File: config.mk
export PLATFORM = sky130hd
export DESIGN_NAME = mem_stage_flat
export DESIGN_NICKNAME = d
export VERILOG_FILES = /design/src/rtl/mem_stage_pkg.sv /design/src/rtl/mem_stage_if.sv /design/src/rtl/mem_stage_lane_align.sv /design/src/rtl/mem_stage.sv /design/src/flat_wrapper.sv
export SDC_FILE = /design/constraint.sdc
export NUM_CORES = 1
export LEC_CHECK = 0
export CORE_UTILIZATION = 45
export CTS_CLUSTER_DIAMETER = 120
export DETAILED_ROUTE_END_ITERATION = 6
export PLACE_DENSITY = 0.81
export SYNTH_ARGS = -nofsm -noshare
export SYNTH_HDL_FRONTEND = slang
export SYNTH_SLANG_ARGS = --single-unit
File: constraint.sdc
create_clock -name clk -period 6.75 [get_ports clk]
set_clock_uncertainty 0.2 [all_clocks]
set_input_delay 1.6875 -clock clk [delete_from_list [all_inputs] [get_ports clk]]
set_output_delay 1.6875 -clock clk [all_outputs]
set_load 0.005 [all_outputs]
File: src/rtl/mem_stage_pkg.sv
// Shared encodings for the memory-access stage: op codes, access sizes and FSM states.
// Also holds the alignment rule so the request path and any reuse agree on it.
package mem_stage_pkg;

  localparam int XLEN    = 32;
  localparam int REGBITS = 5;

  typedef enum logic [1:0] {
    MEM_NONE  = 2'b00,
    MEM_LOAD  = 2'b01,
    MEM_STORE = 2'b10,
    MEM_RSVD  = 2'b11
  } mem_op_e;

  typedef enum logic [1:0] {
    SIZE_B    = 2'b00,
    SIZE_H    = 2'b01,
    SIZE_W    = 2'b10,
    SIZE_RSVD = 2'b11
  } mem_size_e;

  typedef enum logic {
    IDLE   = 1'b0,
    ACCESS = 1'b1
  } state_e;

  // Reserved size behaves as a word access.
  function automatic logic is_misaligned(input mem_size_e size, input logic [1:0] addr_lo);
    case (size)
      SIZE_B:  return 1'b0;
      SIZE_H:  return addr_lo[0];
      default: return addr_lo != 2'b00;
    endcase
  endfunction

endpackage

File: src/rtl/mem_stage_if.sv
// Data-memory request/acknowledge port between the memory stage and the data memory.
interface mem_stage_if #(parameter int XLEN = 32);

  logic            dmemReq;
  logic            dmemWe;
  logic [XLEN-1:0] dmemAddr;
  logic [XLEN-1:0] dmemWdata;
  logic [3:0]      dmemBe;
  logic            dmemAck;
  logic [XLEN-1:0] dmemRdata;

  modport master (
    output dmemReq, dmemWe, dmemAddr, dmemWdata, dmemBe,
    input  dmemAck, dmemRdata
  );

  modport slave (
    input  dmemReq, dmemWe, dmemAddr, dmemWdata, dmemBe,
    output dmemAck, dmemRdata
  );

endinterface

File: src/rtl/mem_stage_lane_align.sv
// Byte-lane steering: store byte enables / replicated write data, and load extract plus extension.
// Purely combinational so one copy serves both the request and the response side.
module mem_lane_align
  import mem_stage_pkg::*;
(
  input  logic [1:0]  addr_lo,
  input  mem_size_e   size,
  input  logic        is_unsigned,
  input  logic [31:0] store_data,
  input  logic [31:0] load_data,
  output logic [3:0]  byte_en,
  output logic [31:0] lane_wdata,
  output logic [31:0] load_value
);

  logic [7:0]  sel_byte;
  logic [15:0] sel_half;

  always_comb begin
    sel_byte   = load_data[{addr_lo, 3'b000} +: 8];
    sel_half   = load_data[{addr_lo[1], 4'b0000} +: 16];
    byte_en    = 4'b1111;
    lane_wdata = store_data;
    load_value = load_data;
    case (size)
      SIZE_B: begin
        byte_en    = 4'b0001 << addr_lo;
        lane_wdata = {4{store_data[7:0]}};
        load_value = is_unsigned ? {24'b0, sel_byte} : {{24{sel_byte[7]}}, sel_byte};
      end
      SIZE_H: begin
        byte_en    = addr_lo[1] ? 4'b1100 : 4'b0011;
        lane_wdata = {2{store_data[15:0]}};
        load_value = is_unsigned ? {16'b0, sel_half} : {{16{sel_half[15]}}, sel_half};
      end
      default: ;
    endcase
  end

endmodule

File: src/rtl/mem_stage.sv
// Memory-access stage: runs one req/ack transaction per load/store, stalls execute while waiting,
// drops misaligned accesses with a one-cycle flag, and registers the writeback result.
module mem_stage
  import mem_stage_pkg::*;
#(
  parameter int XLEN    = 32,
  parameter int REGBITS = 5
) (
  input  logic               clk,
  input  logic               rst,
  input  logic [XLEN-1:0]    aluToMem,
  input  logic [XLEN-1:0]    memDin,
  input  logic [1:0]         memOp,
  input  logic [1:0]         memSize,
  input  logic               memUnsigned,
  input  logic [REGBITS-1:0] rdIn,
  input  logic               regWriteIn,
  mem_stage_if.master        dmem,
  output logic               hold,
  output logic [XLEN-1:0]    wbData,
  output logic [REGBITS-1:0] wbRd,
  output logic               wbWe,
  output logic               misalign
);

  state_e             state;
  logic [1:0]         cap_addr_lo;
  mem_size_e          cap_size;
  logic               cap_unsigned;
  logic [REGBITS-1:0] cap_rd;
  logic               cap_reg_write;

  mem_op_e   op_in;
  mem_size_e size_in;
  logic      is_access;
  logic      is_store;
  logic      bad_align;

  logic [1:0]  lane_addr;
  mem_size_e   lane_size;
  logic        lane_unsigned;
  logic [3:0]  lane_be;
  logic [31:0] lane_wdata;
  logic [31:0] load_value;

  always_comb begin
    op_in     = mem_op_e'(memOp);
    size_in   = mem_size_e'(memSize);
    is_store  = (op_in == MEM_STORE);
    is_access = (op_in == MEM_LOAD) || is_store;
    bad_align = is_access && is_misaligned(size_in, aluToMem[1:0]);
  end

  // Live inputs steer the store lanes in IDLE; captured fields steer the load extract in ACCESS.
  always_comb begin
    lane_addr     = aluToMem[1:0];
    lane_size     = size_in;
    lane_unsigned = memUnsigned;
    if (state == ACCESS) begin
      lane_addr     = cap_addr_lo;
      lane_size     = cap_size;
      lane_unsigned = cap_unsigned;
    end
  end

  mem_lane_align u_lane_align (
    .addr_lo     (lane_addr),
    .size        (lane_size),
    .is_unsigned (lane_unsigned),
    .store_data  (memDin),
    .load_data   (dmem.dmemRdata),
    .byte_en     (lane_be),
    .lane_wdata  (lane_wdata),
    .load_value  (load_value)
  );

  always_comb begin
    hold = 1'b0;
    if (!rst) begin
      case (state)
        IDLE:   hold = is_access && !bad_align;
        ACCESS: hold = !dmem.dmemAck;
      endcase
    end
  end

  always_ff @(posedge clk or posedge rst) begin
    if (rst) begin
      state          <= IDLE;
      dmem.dmemReq   <= 1'b0;
      dmem.dmemWe    <= 1'b0;
      dmem.dmemAddr  <= '0;
      dmem.dmemWdata <= '0;
      dmem.dmemBe    <= 4'b0000;
      wbData         <= '0;
      wbRd           <= '0;
      wbWe           <= 1'b0;
      misalign       <= 1'b0;
      cap_addr_lo    <= 2'b00;
      cap_size       <= SIZE_B;
      cap_unsigned   <= 1'b0;
      cap_rd         <= '0;
      cap_reg_write  <= 1'b0;
    end else begin
      misalign <= 1'b0;
      case (state)
        IDLE: begin
          if (!is_access) begin
            wbData <= aluToMem;
            wbRd   <= rdIn;
            wbWe   <= regWriteIn;
          end else if (bad_align) begin
            misalign <= 1'b1;
            wbWe     <= 1'b0;
          end else begin
            state          <= ACCESS;
            cap_addr_lo    <= aluToMem[1:0];
            cap_size       <= size_in;
            cap_unsigned   <= memUnsigned;
            cap_rd         <= rdIn;
            cap_reg_write  <= regWriteIn;
            dmem.dmemReq   <= 1'b1;
            dmem.dmemWe    <= is_store;
            dmem.dmemAddr  <= {aluToMem[XLEN-1:2], 2'b00};
            dmem.dmemBe    <= is_store ? lane_be : 4'b0000;
            dmem.dmemWdata <= lane_wdata;
            wbWe           <= 1'b0;
          end
        end
        ACCESS: begin
          if (dmem.dmemAck) begin
            state        <= IDLE;
            dmem.dmemReq <= 1'b0;
            dmem.dmemBe  <= 4'b0000;
            wbRd         <= cap_rd;
            if (dmem.dmemWe) begin
              wbWe <= 1'b0;
            end else begin
              wbData <= load_value;
              wbWe   <= cap_reg_write;
            end
          end
        end
      endcase
    end
  end

endmodule

File: src/flat_wrapper.sv
// flat-port wrapper written by rule: the top's interface ports become plain ports
module mem_stage_flat import mem_stage_pkg::*;
#(
  parameter int XLEN    = 32,
  parameter int REGBITS = 5
)
  (clk, rst, aluToMem, memDin, memOp, memSize, memUnsigned, rdIn, regWriteIn, hold, wbData, wbRd, wbWe, misalign, dmem_dmemReq, dmem_dmemWe, dmem_dmemAddr, dmem_dmemWdata, dmem_dmemBe, dmem_dmemAck, dmem_dmemRdata);
  mem_stage_if #(.XLEN(XLEN)) dmem_i ();
  input  logic clk;
  input  logic rst;
  input  logic [XLEN-1:0] aluToMem;
  input  logic [XLEN-1:0] memDin;
  input  logic [1:0] memOp;
  input  logic [1:0] memSize;
  input  logic memUnsigned;
  input  logic [REGBITS-1:0] rdIn;
  input  logic regWriteIn;
  output logic hold;
  output logic [XLEN-1:0] wbData;
  output logic [REGBITS-1:0] wbRd;
  output logic wbWe;
  output logic misalign;
  output wire logic [$bits(dmem_i.dmemReq)-1:0] dmem_dmemReq;
  output wire logic [$bits(dmem_i.dmemWe)-1:0] dmem_dmemWe;
  output wire logic [$bits(dmem_i.dmemAddr)-1:0] dmem_dmemAddr;
  output wire logic [$bits(dmem_i.dmemWdata)-1:0] dmem_dmemWdata;
  output wire logic [$bits(dmem_i.dmemBe)-1:0] dmem_dmemBe;
  input wire logic [$bits(dmem_i.dmemAck)-1:0] dmem_dmemAck;
  input wire logic [$bits(dmem_i.dmemRdata)-1:0] dmem_dmemRdata;
  assign dmem_dmemReq = dmem_i.dmemReq;
  assign dmem_dmemWe = dmem_i.dmemWe;
  assign dmem_dmemAddr = dmem_i.dmemAddr;
  assign dmem_dmemWdata = dmem_i.dmemWdata;
  assign dmem_dmemBe = dmem_i.dmemBe;
  assign dmem_i.dmemAck = dmem_dmemAck;
  assign dmem_i.dmemRdata = dmem_dmemRdata;
  mem_stage #(.XLEN(XLEN), .REGBITS(REGBITS)) u_core (.clk(clk), .rst(rst), .aluToMem(aluToMem), .memDin(memDin), .memOp(memOp), .memSize(memSize), .memUnsigned(memUnsigned), .rdIn(rdIn), .regWriteIn(regWriteIn), .dmem(dmem_i), .hold(hold), .wbData(wbData), .wbRd(wbRd), .wbWe(wbWe), .misalign(misalign));
endmodule
Word level (Yosys, flattened, before mapping)
Index checks and enable logic that the tools add are counted.
{ "word_totals": {"register_bits": 119, "latchBits": 0, "mem_bits_rw": 0, "romBits": 0, "input_bits": 110, "output_inout_bits": 110, "wordCells": 80, "n_memories": 0} }
{ "classes": {"addsub": 0, "multipliers": 0, "n_div": 0, "order_cmp": 0, "n_eq_ne": 9, "shifts": 3, "mux": 39, "bitwise_logic": 2, "n_reduce_logical": 12} }
{ "ops": {"columns": ["operator", "n"], "rows": [
  ["$pmux W32 S2", 3],
  ["$mux W32", 5],
  ["$shiftx A32 B6 Y16", 1],
  ["$shiftx A32 B6 Y8", 1],
  ["$mux W4", 5],
  ["$pmux W4 S2", 2],
  ["$mux W1", 14],
  ["$mux W5", 2],
  ["$pmux W1 S2", 5],
  ["$pmux W5 S2", 1],
  ["$reduce_and A3 Y1", 3],
  ["$ne A2 B2 Y1 const B", 4],
  ["$eq A2 B1 Y1 const B", 3],
  ["$logic_not A2 Y1", 2],
  ["$mux W2", 2],
  ["$shl A1 B2 Y4 const A", 1],
  ["$eq A2 B2 Y1 const B", 1],
  ["$logic_and A1 B1 Y1", 2],
  ["$logic_not A1 Y1", 2],
  ["$ne A2 B1 Y1 const B", 1],
  ["$not A1 Y1", 2],
  ["$reduce_and A2 Y1", 1],
  ["$reduce_bool A2 Y1", 1],
  ["$logic_or A1 B1 Y1", 1]
]} }

Longest topological paths before layout
Gate-level depths: netlist of the first run.
{ "logic_depth": {"ltp_word": 7, "ltp_mapped": 9, "ltp_nobuf": 7} }

Cells and area by module
A second synthesis of the first run with hierarchy kept.
{ "unflattened": {"cells_unflattened": 513, "area_unflattened_um2": 6366.1} }
{ "by_module_without_submodules": {"columns": ["module", "instances", "cells_each", "area_each_um2", "seq_area_each_um2"], "rows": [
  ["mem_stage", 1, 342, 5074.9, 2977.9],
  ["mem_lane_align", 1, 171, 1291.2, 0.0]
]} }

Worst setup path after synthesis of the first run
No wires, ideal clock.
{ "synth_timing": {"path_type": "input-to-output", "startpoint": "in rst", "endpoint": "out hold", "t_arrival_ps": 4523, "t_required_ps": 4862, "setup_slack_ps": 340, "path_stages": 2, "n_path_buf": 0, "path_cell_list": "inv_1 and2_1"} }
{ "synth_via": {"elab_chain_cells": 1} }
{ "synth_lines": {"columns": ["item", "line", "source"], "rows": [
  ["start: declaration", "flat_wrapper.sv:10", "input logic rst;"],
  ["$mux W1", "mem_stage.sv:79", "if (!rst) begin"],
  ["end: declaration", "flat_wrapper.sv:18", "output logic hold;"]
]} }
Every way passes these cells.

Worst setup path in the final report of the first run
{ "layout_timing": {"startpoint": "in memOp[0]", "endpoint": "out hold"} }
{ "layout_via": {"elab_chain_cells": 7, "word_cells_on_any_way": 8, "cone_classes": "eq/ne: 2; mux: 2; reduce/logical: 4"} }
{ "layout_lines": {"columns": ["item", "line", "source"], "rows": [
  ["start: declaration", "flat_wrapper.sv:13", "input logic [1:0] memOp;"],
  ["$eq A2 B1 Y1 / $eq A2 B2 Y1 (equally long branches)", "mem_stage.sv:50, mem_stage.sv:49", null],
  ["$logic_or A1 B1 Y1 (*)", "mem_stage.sv:50", "is_access = (op_in == MEM_LOAD) || is_store;"],
  ["$logic_and A1 B1 Y1", "mem_stage.sv:51", "bad_align = is_access && is_misaligned(size_in, aluToMem[1:0]);"],
  ["$logic_not A1 Y1", "mem_stage.sv:81", "IDLE: hold = is_access && !bad_align;"],
  ["$logic_and A1 B1 Y1 (*)", "mem_stage.sv:81", null],
  ["$pmux W1 S2 (*)", "mem_stage.sv:80", "case (state)"],
  ["$mux W1 (*)", "mem_stage.sv:79", null]
]} }
Mark *: on every way between the ends. The rest lies on a longest branch, timed or not.

==> run_summary.xml, run 1 <==
<?xml version="1.0" encoding="UTF-8"?>
<metrics>
  <group name="routing">
    <metric name="drt-total-wl" unit="µm">18830</metric>
    <metric name="detail_route.wirelength.met1" unit="µm">7364</metric>
    <metric name="wl_met2" unit="µm">9356</metric>
    <metric name="dr.pass1.iters" unit="">7</metric>
    <metric name="met3WireLength" unit="µm">1363</metric>
    <metric name="top_signal_layer_used" unit="">met4</metric>
    <metric name="wl_per_instance" unit="µm">20.03</metric>
    <metric name="route.detailed.drc" unit="">7</metric>
    <metric name="drt-vias-per-instance" unit="">5.778</metric>
    <metric name="num_vias" unit="">5431</metric>
    <metric name="dr.first_iter.drc_count" unit="">534</metric>
    <metric name="drtAntennaViolNets" unit="">0</metric>
  </group>
  <group name="clock_tree">
    <metric name="cts.hold.buffers_added" unit="">0</metric>
    <metric name="clk-insertion-delay-late" unit="ns">0.41</metric>
    <metric name="cts-buffers-inserted" unit="">17</metric>
    <metric name="clock_tree.root_cell" unit="">sky130_fd_sc_hd__clkbuf_16</metric>
    <metric name="post_cts_resize_count" unit="">0</metric>
    <metric name="tritoncts" unit="">done</metric>
    <metric name="clock_sink_count" unit="">119</metric>
    <metric name="clk_transition_reported_paths" unit="ns">0.06</metric>
    <metric name="number_of_post_cts_setup_repair_buffers" unit="">0</metric>
    <metric name="ctsLongestPathBuffers" unit="">2</metric>
    <metric name="htreeDepth" unit="">4</metric>
  </group>
  <group name="synthesis">
    <metric name="asyncSetResetFlopFracSynth" unit="%">100.0</metric>
    <metric name="synth_edf_count" unit="">0</metric>
    <metric name="ys_warn_count" unit="">0</metric>
    <metric name="synthesis.area_per_instance" unit="µm²">10.75</metric>
    <metric name="yosysUniqueCellTypes" unit="">55</metric>
    <metric name="ys_seq_area_share" unit="%">49.83</metric>
    <metric name="ys_seq_elements" unit="">119</metric>
    <metric name="synth_cells" unit="">556</metric>
    <metric name="most_common_flop_cell_mapped_by_yosys" unit="">sky130_fd_sc_hd__dfrtp_1</metric>
    <metric name="synthesis.area" unit="µm²">5976</metric>
  </group>
  <group name="power_and_ir_drop">
    <metric name="comb_power_share" unit="%">36.2</metric>
    <metric name="clkPwrFrac" unit="%">29.8</metric>
    <metric name="swShare" unit="%">29.78</metric>
    <metric name="seqPwrFrac" unit="%">34.0</metric>
    <metric name="net-switching-power" unit="mW">0.9845</metric>
    <metric name="power.static_leakage" unit="nW">3.640</metric>
    <metric name="ir_drop" unit="V">0.0002558</metric>
    <metric name="pwr_density_cell" unit="nW/µm²">373.8</metric>
    <metric name="internal_power" unit="mW">2.322</metric>
  </group>
  <group name="min_path">
    <metric name="min_from" unit="">u_core.dmem.dmemReq</metric>
    <metric name="worst_hold_path_type" unit="">reg -&gt; reg</metric>
    <metric name="hold-path-cell-count" unit="">2</metric>
  </group>
  <group name="critical_path">
    <metric name="reg2reg_depth" unit="">6</metric>
    <metric name="worstReg2RegEnd" unit="">u_core.wbData[30]</metric>
    <metric name="timing.critical_path.buf_inv" unit="">4</metric>
    <metric name="worstSetupPathDepth" unit="">8</metric>
    <metric name="setup.worst_path.end_class" unit="">primary output</metric>
    <metric name="crit_slowest_cell" unit="">sky130_fd_sc_hd__clkdlybuf4s50_1</metric>
    <metric name="worst-setup-path-type" unit="">in -&gt; out</metric>
    <metric name="timing.critical_path.cells" unit="">clkdlybuf4s50_1 &gt; inv_1 &gt; ha_1 &gt; inv_1 &gt; o211ai_4 &gt; o21ai_0 &gt; and2_1 &gt; clkdlybuf4s50_1</metric>
    <metric name="critPathCapture" unit="">hold</metric>
    <metric name="crit_startpoint" unit="">memOp[0]</metric>
    <metric name="critPathMaxFanout" unit="">12</metric>
    <metric name="worst_ep_required_time" unit="ns">4.86</metric>
    <metric name="critPathArrivalTime" unit="ns">3.79</metric>
    <metric name="crit_family" unit="">buffers and inverters</metric>
    <metric name="r2r-start" unit="">u_core.state</metric>
    <metric name="setup.reg_to_reg.worst_slack" unit="ns">3.12</metric>
    <metric name="start_kind" unit="">primary input</metric>
    <metric name="timing.critical_path.slowest_cell_delay" unit="ns">0.50</metric>
  </group>
  <group name="sta">
    <metric name="hold_viol" unit="">0</metric>
    <metric name="timing_max_transition_violations_final" unit="">0</metric>
    <metric name="worst_hold_slack_across_all_endpoints" unit="ns">0.2716</metric>
    <metric name="grt_setup_unrepaired" unit="">false</metric>
    <metric name="setup_tns" unit="ns">0</metric>
    <metric name="slew-limit-headroom" unit="%">24.59</metric>
    <metric name="setup_viol" unit="">0</metric>
    <metric name="fin_crit_sh" unit="%">84.15</metric>
    <metric name="max_freq" unit="GHz">0.1761</metric>
    <metric name="tightest_slew" unit="ns">1.131</metric>
    <metric name="post_layout_minimum_cycle_time" unit="ns">5.680</metric>
  </group>
  <group name="placed_design">
    <metric name="port-buffer-count" unit="">217</metric>
    <metric name="final_hpwl_from_detailed_placement" unit="µm">13320</metric>
    <metric name="gp_congestion" unit="">0.8747</metric>
  </group>
  <group name="status">
    <metric name="result_of_the_run" unit="">finished with violations</metric>
    <metric name="violations" unit="">DRC</metric>
  </group>
  <group name="global_route">
    <metric name="grt_pass1_vias" unit="">5268</metric>
    <metric name="grt_antenna_before_repair" unit="">0</metric>
    <metric name="grt_first_pass_wirelength" unit="µm">28350</metric>
    <metric name="maximum_number_of_pins_on_one_net_before_global_route_repair" unit="">109</metric>
    <metric name="final_global_route_overflow_total" unit="">0</metric>
    <metric name="track_usage" unit="%">27.92</metric>
  </group>
  <group name="final_layout">
    <metric name="finish.utilization" unit="%">69.25</metric>
    <metric name="layout-area-overhead-vs-synth" unit="%">48.03</metric>
    <metric name="drive_gt1_share" unit="%">15.49</metric>
    <metric name="diodes" unit="">0</metric>
    <metric name="finalNetCount" unit="">866</metric>
  </group>
  <group name="die">
    <metric name="die_width" unit="µm">117.2</metric>
    <metric name="initial_core_util" unit="%">46.78</metric>
    <metric name="die_area" unit="µm²">13740</metric>
    <metric name="chipHeight" unit="µm">117.2</metric>
    <metric name="rows" unit="">41</metric>
    <metric name="design.core.area" unit="µm²">12770</metric>
    <metric name="ioPinCount" unit="">220</metric>
  </group>
  <group name="flow_run">
    <metric name="timing.max_cap.violations" unit="">0</metric>
  </group>
</metrics>
==> flip-flops by register name, indices dropped and copies added (netlist names) <==
signal                 flops
u_core.dmem.dmemWe         1
u_core.cap_reg_write       1
u_core.dmem.dmemBe         4
u_core.cap_rd              5
u_core.cap_size            2
u_core.cap_addr_lo         2
u_core.dmem.dmemAddr      30
u_core.wbWe                1
u_core.misalign            1
u_core.cap_unsigned        1
u_core.dmem.dmemReq        1
u_core.wbRd                5
u_core.dmem.dmemWdata     32
u_core.state               1
u_core.wbData             32
==> final cells by class <==
cell class	instances	area (µm²)
inverter	8	32.53
clock buffer	19	442.9
clock inverter	13	202.7
sequential	119	2979
tap	172	215.2
fill	941	3928
timing repair buffer	224	2225
multi-input combinational	385	2749
==> cell usage after synthesis, types with 4 or more instances <==
cell type / number / share of area (%)
sky130_fd_sc_hd__dfrtp_1: 119 / 50
sky130_fd_sc_hd__mux2_2: 50 / 9.4
sky130_fd_sc_hd__o22ai_1: 7 / 0.73
sky130_fd_sc_hd__nand3_1: 8 / 0.67
sky130_fd_sc_hd__a222oi_1: 8 / 1.3
sky130_fd_sc_hd__buf_2: 17 / 1.4
sky130_fd_sc_hd__buf_4: 4 / 0.50
sky130_fd_sc_hd__a21oi_1: 24 / 2.0
sky130_fd_sc_hd__clkbuf_1: 17 / 1.1
sky130_fd_sc_hd__inv_1: 8 / 0.50
sky130_fd_sc_hd__a221oi_1: 18 / 2.6
sky130_fd_sc_hd__or3_1: 9 / 0.94
sky130_fd_sc_hd__a221oi_2: 10 / 2.5
sky130_fd_sc_hd__a211oi_2: 4 / 0.84
sky130_fd_sc_hd__mux2i_1: 24 / 4.0
sky130_fd_sc_hd__nor2b_1: 10 / 1.0
sky130_fd_sc_hd__o21ai_0: 46 / 3.9
sky130_fd_sc_hd__nor2_1: 49 / 3.1
sky130_fd_sc_hd__nand2_1: 54 / 3.4
sky130_fd_sc_hd__a211oi_1: 10 / 1.3
==> how the worst min path moves through the flow <==
stage / endpoint / slack [ns]
6_report: u_core.dmem.dmemReq / 0.27
3_3_place_gp: u_core.dmem.dmemWdata[14] / 0.26
4_1_cts: u_core.dmem.dmemReq / 0.28
2_1_floorplan: u_core.dmem.dmemReq / 0.27
5_1_grt: u_core.dmem.dmemReq / 0.30
3_5_place_dp: u_core.dmem.dmemReq / 0.26
==> power by group through the flow <==
stage,clock network (mW),logic [mW],registers [mW]
5_1_grt,1.03,1.29,1.15
3_3_place_gp,0,1.16,1.11
6_report,0.984,1.20,1.13
4_1_cts,0.997,1.20,1.12
2_1_floorplan,0,0.531,1.12
3_5_place_dp,0,1.19,1.13
==> layout by cell type, fill, tap and decap left out, types with 8 or more instances in the layout <==
cell type and instances:
sky130_fd_sc_hd__clkdlybuf4s50_1 217, sky130_fd_sc_hd__mux2_2 50, sky130_fd_sc_hd__a221oi_1 18, sky130_fd_sc_hd__nand3_1 8
sky130_fd_sc_hd__nor2b_1 10, sky130_fd_sc_hd__mux2i_1 24, sky130_fd_sc_hd__nor2_1 49, sky130_fd_sc_hd__a211oi_1 10
sky130_fd_sc_hd__nand2_1 54, sky130_fd_sc_hd__clkbuf_16 17, sky130_fd_sc_hd__a222oi_1 8, sky130_fd_sc_hd__dfrtp_1 118
sky130_fd_sc_hd__a21oi_1 23, sky130_fd_sc_hd__or3_1 9, sky130_fd_sc_hd__a221oi_2 10, sky130_fd_sc_hd__o21ai_0 46
==> metrics by stage <==
stage	instance area (µm²)	setup WS [ns]	total power, mW	cells
after global routing	8846	0.9756	3.471	940
final	8846	1.070	3.306	940
after detailed placement	8200	1.078	2.323	908
after floorplan	5979	0.3399	1.648	557
after global placement	8200	1.080	2.276	908
after CTS	8846	1.060	3.322	940
==> layer usage <==
layer	vias up	track usage, %
li1	2441	-
met1	2644	34.50
met5	-	0
met2	289	45.25
met3	57	6.231
met4	0	15.86
==> worst register-to-register path: cells and delay by family, from the launching register on <==
kind,cells,cell delay [ns]
muxes,2,1.09
DFF,1,0.35
and+or+nand+nor,1,0.10
AOI/OAI and AO/OA,2,1.13
buffers and inverters,1,0.59
==> cell families (layout without fill, tap and decap cells) <==
family                     Yosys count  in the layout  synth area share, %
buffers and inverters               53            264                4.564
DFF                                119            119                49.83
AOI/OAI and AO/OA                  152            152                19.28
adders and majority gates            1              1               0.2093
and+or+nand+nor                    151            151                11.58
muxes                               79             79                14.47
other                                1              2              0.06275
Note: power is estimated with default switching activity, not from simulation.
==> run 2: changes to the inputs <==
==> constraint.sdc (replaced) <==
create_clock -name clk -period 5.7 [get_ports clk]
set_clock_uncertainty 0.2 [all_clocks]
set_input_delay 1.425 -clock clk [delete_from_list [all_inputs] [get_ports clk]]
set_output_delay 1.425 -clock clk [all_outputs]
set_load 0.005 [all_outputs]
==> run 2 against run 1 <==
Net effect: the run now ends clean; first-iteration DRC count is 11% lower; clock power is 14% higher; critical path type unchanged; sequential share of layout area is 0.072 points higher; cell area is 0.21% lower; register-to-register slack worse by 1.1 ns; setup slack worse by 0.37 ns; non-clock buffer count is 2 higher; largest power group unchanged; critical path depth is 1 higher; total power is 17% higher.
==> run_summary.xml, run 2 (synthesis gave the netlist of run 1 again) <==
<?xml version="1.0" encoding="UTF-8"?>
<metrics>
  <group name="clock_tree">
    <metric name="tritoncts" unit="">done</metric>
    <metric name="post_cts_resize_count" unit="">0</metric>
    <metric name="htreeDepth" unit="">4</metric>
    <metric name="ctsLongestPathBuffers" unit="">2</metric>
    <metric name="number_of_post_cts_setup_repair_buffers" unit="">0</metric>
    <metric name="cts-buffers-inserted" unit="">17</metric>
    <metric name="clock_tree.root_cell" unit="">sky130_fd_sc_hd__clkbuf_16</metric>
    <metric name="clock_sink_count" unit="">119</metric>
    <metric name="cts.hold.buffers_added" unit="">0</metric>
    <metric name="clk_transition_reported_paths" unit="ns">0.05</metric>
    <metric name="clk-insertion-delay-late" unit="ns">0.41</metric>
  </group>
  <group name="die">
    <metric name="ioPinCount" unit="">220</metric>
    <metric name="rows" unit="">41</metric>
    <metric name="design.core.area" unit="µm²">12770</metric>
    <metric name="die_width" unit="µm">117.2</metric>
    <metric name="chipHeight" unit="µm">117.2</metric>
    <metric name="die_area" unit="µm²">13740</metric>
    <metric name="initial_core_util" unit="%">46.78</metric>
  </group>
  <group name="final_layout">
    <metric name="nFillCells" unit="">946</metric>
    <metric name="finish.utilization" unit="%">69.11</metric>
    <metric name="area_used_by_multi_input_combinational_logic" unit="µm²">2745</metric>
    <metric name="seqCellArea" unit="µm²">2979</metric>
    <metric name="diodes" unit="">0</metric>
    <metric name="most_frequent_standard_cell_in_the_layout_excluding_fill_and_tap_cells" unit="">sky130_fd_sc_hd__clkdlybuf4s50_1</metric>
    <metric name="layout-area-overhead-vs-synth" unit="%">47.72</metric>
    <metric name="largest_registers" unit="">u_core.dmem.dmemWdata x32, u_core.wbData x32, u_core.dmem.dmemAddr x30</metric>
    <metric name="finalNetCount" unit="">868</metric>
    <metric name="mostFrequentLayoutCells" unit="">217 x sky130_fd_sc_hd__clkdlybuf4s50_1, 118 x sky130_fd_sc_hd__dfrtp_1, 54 x sky130_fd_sc_hd__nand2_1, 50 x sky130_fd_sc_hd__mux2_2, 49 x sky130_fd_sc_hd__nor2_1</metric>
    <metric name="drive_gt1_share" unit="%">15.32</metric>
    <metric name="post-route-cell-area" unit="µm²">8827</metric>
  </group>
  <group name="critical_path">
    <metric name="setup.worst_path.end_class" unit="">primary output</metric>
    <metric name="timing.critical_path.buf_inv" unit="">5</metric>
    <metric name="crit_family" unit="">buffers and inverters</metric>
    <metric name="critPathArrivalTime" unit="ns">3.38</metric>
    <metric name="worstSetupPathDepth" unit="">9</metric>
    <metric name="worstReg2RegEnd" unit="">u_core.wbData[29]</metric>
    <metric name="r2r-start" unit="">u_core.state</metric>
    <metric name="timing.critical_path.slowest_cell_delay" unit="ns">0.50</metric>
    <metric name="worst-setup-path-type" unit="">in -&gt; out</metric>
    <metric name="worst_ep_required_time" unit="ns">4.07</metric>
    <metric name="crit_startpoint" unit="">memOp[0]</metric>
    <metric name="setup.reg_to_reg.worst_slack" unit="ns">2.06</metric>
    <metric name="start_kind" unit="">primary input</metric>
    <metric name="reg2reg_depth" unit="">6</metric>
    <metric name="critPathCapture" unit="">hold</metric>
    <metric name="critPathMaxFanout" unit="">13</metric>
    <metric name="timing.critical_path.cells" unit="">clkdlybuf4s50_1 &gt; inv_1 &gt; ha_1 &gt; buf_4 &gt; inv_1 &gt; o211ai_4 &gt; o21ai_0 &gt; and2_1 &gt; clkdlybuf4s50_1</metric>
    <metric name="crit_slowest_cell" unit="">sky130_fd_sc_hd__clkdlybuf4s50_1</metric>
  </group>
  <group name="placed_design">
    <metric name="port-buffer-count" unit="">217</metric>
    <metric name="postPlaceCellArea" unit="µm²">8213</metric>
    <metric name="gp_congestion" unit="">0.8716</metric>
    <metric name="final_hpwl_from_detailed_placement" unit="µm">13070</metric>
    <metric name="dpl_worst_slack" unit="ns">0.6991</metric>
  </group>
  <group name="global_route">
    <metric name="grt_antenna_before_repair" unit="">0</metric>
    <metric name="grt_pass1_vias" unit="">5170</metric>
    <metric name="grt_first_pass_wirelength" unit="µm">28500</metric>
    <metric name="maximum_number_of_pins_on_one_net_before_global_route_repair" unit="">109</metric>
    <metric name="track_usage" unit="%">28.02</metric>
    <metric name="final_global_route_overflow_total" unit="">0</metric>
  </group>
  <group name="sta">
    <metric name="fin_crit_sh" unit="%">87.78</metric>
    <metric name="hold_viol" unit="">0</metric>
    <metric name="slew-limit-headroom" unit="%">24.90</metric>
    <metric name="setup_tns" unit="ns">0</metric>
    <metric name="max_freq" unit="GHz">0.1999</metric>
    <metric name="tightest_slew" unit="ns">1.127</metric>
    <metric name="setup_viol" unit="">0</metric>
    <metric name="post_layout_minimum_cycle_time" unit="ns">5.004</metric>
    <metric name="grt_setup_unrepaired" unit="">false</metric>
    <metric name="worst_slack" unit="ns">0.6964</metric>
    <metric name="timing_max_transition_violations_final" unit="">0</metric>
  </group>
  <group name="routing">
    <metric name="top_signal_layer_used" unit="">met4</metric>
    <metric name="drtAntennaViolNets" unit="">0</metric>
    <metric name="route.detailed.drc" unit="">0</metric>
    <metric name="num_vias" unit="">5340</metric>
    <metric name="detail_route.wirelength.met1" unit="µm">7715</metric>
    <metric name="dr.first_iter.drc_count" unit="">477</metric>
    <metric name="wl_met2" unit="µm">8911</metric>
    <metric name="drt-vias-per-instance" unit="">5.669</metric>
    <metric name="wl_per_instance" unit="µm">19.62</metric>
    <metric name="dr.pass1.iters" unit="">5</metric>
    <metric name="drt-total-wl" unit="µm">18480</metric>
    <metric name="met3WireLength" unit="µm">1238</metric>
  </group>
  <group name="power_and_ir_drop">
    <metric name="seqPwrFrac" unit="%">34.4</metric>
    <metric name="ir_drop" unit="V">0.0002577</metric>
    <metric name="net-switching-power" unit="mW">1.145</metric>
    <metric name="swShare" unit="%">29.65</metric>
    <metric name="internal_power" unit="mW">2.716</metric>
    <metric name="comb_power_share" unit="%">36.7</metric>
    <metric name="pwr_density_cell" unit="nW/µm²">437.3</metric>
    <metric name="power.static_leakage" unit="nW">3.640</metric>
    <metric name="clkPwrFrac" unit="%">28.9</metric>
  </group>
  <group name="min_path">
    <metric name="worst_hold_path_type" unit="">reg -&gt; reg</metric>
  </group>
  <group name="flow_run">
    <metric name="timing.max_cap.violations" unit="">0</metric>
  </group>
  <group name="status">
    <metric name="result_of_the_run" unit="">finished, final reports clean</metric>
  </group>
</metrics>
[run 2: cell count changes in the layout (fill, tap and decap cells not counted), sizes merged]
cell	previous run	this run
clkinvlp	2	1
inv	8	7
buf	7	9
clkbuf	19	22
bufinv	5	4
[run 2: power groups by stage]
| stage | logic, mW | registers, mW | clock network (mW) |
|---|---|---|---|
| 2_1_floorplan | 0.629 | 1.32 | 0 |
| 3_3_place_gp | 1.37 | 1.32 | 0 |
| 3_5_place_dp | 1.41 | 1.34 | 0 |
| 4_1_cts | 1.42 | 1.33 | 1.14 |
| 5_1_grt | 1.53 | 1.37 | 1.18 |
| 6_report | 1.42 | 1.33 | 1.12 |
[run 2: worst min path at each step]
stage                              startpoint                         to  slack, ns  depth (start not counted)
CTS                 u_core.dmem.dmemWdata[18]  u_core.dmem.dmemWdata[18]       0.28                          2
global placement    u_core.dmem.dmemWdata[19]  u_core.dmem.dmemWdata[19]       0.26                          2
floorplan                 u_core.dmem.dmemReq        u_core.dmem.dmemReq       0.27                          2
finish              u_core.dmem.dmemWdata[15]  u_core.dmem.dmemWdata[15]       0.28                          2
detailed placement  u_core.dmem.dmemWdata[18]  u_core.dmem.dmemWdata[18]       0.27                          2
global route        u_core.dmem.dmemWdata[31]  u_core.dmem.dmemWdata[31]       0.30                          2
[run 2: cell type report]
class / instances / area share (%)
sequential: 119 / 33.75
multi-input combinational: 385 / 31.10
clock inverter: 10 / 1.701
clock buffer: 22 / 5.259
tap: 172 / 2.438
timing repair buffer: 226 / 25.37
inverter: 8 / 0.3827
[run 2: layer usage]
layer  track usage [%]  vias up
met5                 0        -
li1                  -     2460
met2             42.51      247
met1             38.07     2595
met3             5.613       38
met4             14.43        0
[run 2: stage by stage]
stage,hold WS (ns),instances,total power [mW]
after floorplan,0.2705,557,1.952
after global placement,0.2623,910,2.695
after detailed placement,0.2705,910,2.744
after CTS,0.2824,942,3.886
after global routing,0.3014,942,4.074
final,0.2807,942,3.860
[run 2: worst min-delay path, stage by stage (launching register included)]
cell and delay [ns]:
sky130_fd_sc_hd__dfrtp_1 0.34, sky130_fd_sc_hd__nand2_1 0.05, sky130_fd_sc_hd__o21ai_0 0.06
==> run 3: changes to the inputs <==
--- a/config.mk
+++ b/config.mk
@@ -5,6 +5,7 @@
 export SDC_FILE = /design/constraint.sdc
 export NUM_CORES = 1
 export LEC_CHECK = 0
+export CAP_MARGIN = 10
 export CORE_UTILIZATION = 45
 export CTS_CLUSTER_DIAMETER = 120
 export DETAILED_ROUTE_END_ITERATION = 6
==> results of run 3 <==
No change in the layout: final DEF, timing and power equal those of run 2.
